### src/rtl/onehot_dec_pkg.sv
// onehot_dec_pkg: shared shift-direction codes and one-hot helper for the decoder family.
package onehot_dec_pkg;
  localparam logic DIR_UP = 1'b0;
  localparam logic DIR_DOWN = 1'b1;
  function automatic logic [31:0] onehot(input logic [4:0] i);
    return 32'd1 << i;
  endfunction
endpackage

### src/rtl/decoder_n_to_2n.sv
// decoder_n_to_2n: combinational binary-to-one-hot decoder with enable gating.
module decoder_n_to_2n #(
  parameter int SEL_W = 3,
  localparam int OUT_W = 2 ** SEL_W
) (
  input  logic [SEL_W-1:0] a,
  input  logic             en,
  output logic [OUT_W-1:0] d
);
  always_comb d = en ? (OUT_W'(1) << a) : '0;
endmodule

### src/rtl/onehot_shift_decoder.sv
// onehot_shift_decoder: registered one-hot decoder with a walking-bit shifter that wraps or shifts out at the ends.
module onehot_shift_decoder
  import onehot_dec_pkg::*;
#(
  parameter int SEL_W = 3,
  localparam int OUT_W = 2 ** SEL_W
) (
  input  logic             clk,
  input  logic             rst_n,
  input  logic             enable,
  input  logic             load,
  input  logic [SEL_W-1:0] sel,
  input  logic             shift,
  input  logic             dir,
  input  logic             wrap,
  output logic [OUT_W-1:0] d,
  output logic [SEL_W-1:0] idx,
  output logic             valid,
  output logic             shift_out
);
  logic [SEL_W-1:0] idx_nx;
  logic valid_nx, so_nx, at_end;
  // Ends are detected explicitly so wrap never relies on arithmetic overflow.
  always_comb begin
    at_end = (dir == DIR_UP) ? (idx == '1) : (idx == '0);
    idx_nx = idx;
    valid_nx = valid;
    so_nx = 1'b0;
    if (enable && load) begin
      idx_nx = sel;
      valid_nx = 1'b1;
    end else if (enable && shift && valid) begin
      if (!at_end) idx_nx = (dir == DIR_UP) ? idx + 1'b1 : idx - 1'b1;
      else if (wrap) idx_nx = (dir == DIR_UP) ? '0 : '1;
      else begin
        valid_nx = 1'b0;
        so_nx = 1'b1;
      end
    end
  end
  always_ff @(posedge clk or negedge rst_n)
    if (!rst_n) begin
      idx <= '0;
      valid <= 1'b0;
      shift_out <= 1'b0;
    end else begin
      idx <= idx_nx;
      valid <= valid_nx;
      shift_out <= so_nx;
    end
  decoder_n_to_2n #(.SEL_W(SEL_W)) u_dec (.a(idx), .en(enable && valid), .d(d));
endmodule

### config.mk
export PLATFORM = sky130hd
export DESIGN_NAME = onehot_shift_decoder
export DESIGN_NICKNAME = d
export VERILOG_FILES = /design/src/rtl/onehot_dec_pkg.sv /design/src/rtl/decoder_n_to_2n.sv /design/src/rtl/onehot_shift_decoder.sv
export SDC_FILE = /design/constraint.sdc
export NUM_CORES = 1
export LEC_CHECK = 0
export ABC_AREA = 1
export CAP_MARGIN = 0
export CELL_PAD_IN_SITES_DETAIL_PLACEMENT = 1
export CELL_PAD_IN_SITES_GLOBAL_PLACEMENT = 2
export CORE_MARGIN = 5
export CORE_UTILIZATION = 20
export DETAILED_ROUTE_END_ITERATION = 16
export PLACE_DENSITY = 0.76
export SLEW_MARGIN = 10
export SYNTH_ARGS = -nofsm -noshare
export SYNTH_HDL_FRONTEND = slang
export SYNTH_SLANG_ARGS = --single-unit
### constraint.sdc
create_clock -name clk -period 2.3 [get_ports clk]
set_input_delay 0.575 -clock clk [delete_from_list [all_inputs] [get_ports clk]]
set_output_delay 0.575 -clock clk [all_outputs]
set_load 0.005 [all_outputs]
==> qor.json <==
{
  "placed_design": {
    "place.port_buffers": 22,
    "dpl.cell_count": 119,
    "gp_congestion": 0.703,
    "hpwlAfterDp_um": 1110
  },
  "clock_tree": {
    "clk_pin_slew_worst_paths_ps": 40,
    "root_buffer": "clkbuf_4",
    "postCtsSetupRepairBufs": 0,
    "tritoncts_clock_tree": "done",
    "clkLatencyLatePin_ps": 240,
    "ctsLongestPathBuffers": 2,
    "cts.sinks": 5,
    "numCtsBuffers": 3,
    "htree_num_levels": 1
  },
  "global_route": {
    "residual_overflow_from_global_routing": 0,
    "grtUsageTotal": 0.0836,
    "grt_pass1_vias": 527,
    "antenna_found_initial": 0,
    "grt_first_pass_wirelength_um": 2240,
    "grt_max_degree": 9
  },
  "pwr": {
    "static_leakage_nw": 0.390,
    "power_density_nw_per_um2": 818,
    "power.total_mw": 0.614,
    "power.ir.vdd_worst_mv": 0.403
  },
  "detailed_routing": {
    "drtPass1Iterations": 2,
    "route.detailed.vias_per_inst": 4.07,
    "route.final.wire_length_um": 1330,
    "drtIter0Drc": 3,
    "avgRoutedWirePerCell_um": 10.8,
    "ant_nets": 0,
    "drc": 0,
    "via_count": 500
  },
  "run_status": {
    "outcome": "finished clean"
  },
  "finish": {
    "num-fill-cells": 284,
    "n_antenna_cell": 0,
    "fin_cells": 123,
    "layout-drive-gt1-share": 0.274,
    "final_nets": 107,
    "final_util": 0.343,
    "sequential_cell_area_um2": 125,
    "areaGrowthSynthToFinish_pct": 64.4,
    "multi_input_combinational_cell_area_um2": 295
  },
  "worst_setup_path": {
    "arrival_ps": 1580,
    "timing.critical_path.fanout_max": 7,
    "worstReg2RegEnd": "idx[1]",
    "worstReg2RegStart": "idx[0]",
    "cp.required_ps": 1730,
    "r2r_cells": 7,
    "end_kind": "primary output",
    "timing.setup.critical_path_class": "flip-flop to primary output",
    "startpoint_type": "flip-flop",
    "reg2reg_setup_slack_ps": 740
  },
  "hold_path": {
    "hold_path_class": "flip-flop to flip-flop",
    "min_delay_worst_endpoint": "valid",
    "worst_hold_path.num_cells": 2,
    "holdCritStartpoint": "valid"
  },
  "yosys": {
    "syn-num-nets": 79,
    "synth.distinct_cells": 18,
    "synth_sequential_area_ratio": 0.274,
    "synth.area.top_cells": "dfrtp_1 (27%), nand2_1 (13%), nand2_4 (12%)",
    "number_of_warnings_issued_by_yosys": 0,
    "yosysTopAreaCell": "dfrtp_1",
    "syn_inst": 68,
    "synth_top_cell_area_share": 0.274,
    "synth.ff_latch_count": 5,
    "syn_area_um2": 457,
    "syn_area_per_cell_um2": 6.72
  },
  "sta": {
    "hold_viol_final": 0,
    "fmaxAchievable_ghz": 0.465,
    "worst_hold_slack_ps": 550,
    "final_critical_path_share_of_the_clock_period": 0.935,
    "final.setup.tns_ps": 0,
    "transition_at_the_pin_with_the_smallest_max_transition_slack_ps": 285,
    "timing.final.setup_violations": 0,
    "timing.max_slew.rel_slack": 0.809,
    "clock-skew-final_ps": 1.22,
    "fin_crit_ps": 2150,
    "rsz0062_at_grt": "false",
    "pins_over_slew_limit": 0
  },
  "floorplan": {
    "dieArea_um2": 3340,
    "row_count": 17,
    "die_height_um": 57.8,
    "design.core.area_um2": 2190,
    "initial_util": 0.208,
    "die_w_um": 57.8,
    "io_pins": 23
  },
  "run": {
    "cap_viol_max_count": 0
  }
}
## flip-flops by register name, summed over array words and instances, names as in the netlist
register	count
idx	3
valid	1
shift_out	1
## logic make-up (layout without fill, tap and decap cells)
family | count (synthesis) | in the layout | synth area share
AND/OR/NAND/NOR | 43 | 43 | 0.493
adder cells (fa/ha/maj) | 1 | 1 | 0.0438
AO/OA/AOI/OAI | 6 | 6 | 0.0822
buffers and inverters | 13 | 40 | 0.107
flip-flops | 5 | 5 | 0.274
## power breakdown
part	total, mW	switching (mW)	internal (mW)
clock network	0.102	0.0364	0.0656
logic	0.351	0.181	0.169
registers	0.162	0.0494	0.112
total	0.614	0.267	0.347
## placed cells by master (no fill, tap or decap), drive strengths merged, types with 3 or more instances in the layout
cell           Yosys  final
o21ai              4      4
inv               13     13
nand3              4      4
clkdlybuf4s50      0     16
dfrtp              5      5
nand2             23     23
nor3               3      3
dlygate4sd2        0      4
clkbuf             0      5
nor2              11     11
## repair_timing
item / in CTS / in global routing
setup endpoints to repair: 8 / 4
hold buffers: 0 / 0
pin swaps: 0 / 3
resized for setup: 6 / 8
## layout make-up
class                      instances  share of cell area
clock buffer                       4              0.0350
sequential                         5               0.167
timing repair buffer              23               0.293
multi-input combinational         50               0.393
tap                               28              0.0467
inverter                          13              0.0650
## critical path, cell delays in order, from the launching register on
cell	delay (ps)
dfrtp_1	450
inv_1	160
nand2_1	100
nor2_1	110
clkdlybuf4s50_1	500
## synthesized netlist by cell type, drive strengths merged
master and n:
or2 1, fa 1, nor3 3, nor2 11
inv 13, nand4 1, o21ai 4, nand3 4
a21oi 2, nand2 23, dfrtp 5
## worst max-delay path by stage
stage / end / start / cells past startpoint
detailed placement: d[4] / enable / 6
floorplan: d[4] / enable / 4
CTS: d[1] / enable / 6
finish: d[5] / idx[1] / 4
global route: d[2] / idx[0] / 4
global placement: d[4] / enable / 6
## through the flow
stage | worst slack, ps | cell area, µm²
after floorplan | 791 | 457
after global placement | -309 | 719
after detailed placement | -327 | 719
after CTS | 23.7 | 741
after global routing | 17.9 | 751
final | 150 | 751
## metal layers
metal / part of all wire / global-route usage / vias to the layer above
li1: - / - / 261
met1: 0.46 / 0.103 / 216
met2: 0.45 / 0.135 / 23
met3: 0.087 / 0.0334 / 0
met4: 0 / 0.0199 / 0
met5: 0 / 0 / -
(Power assumes the default switching activity.)
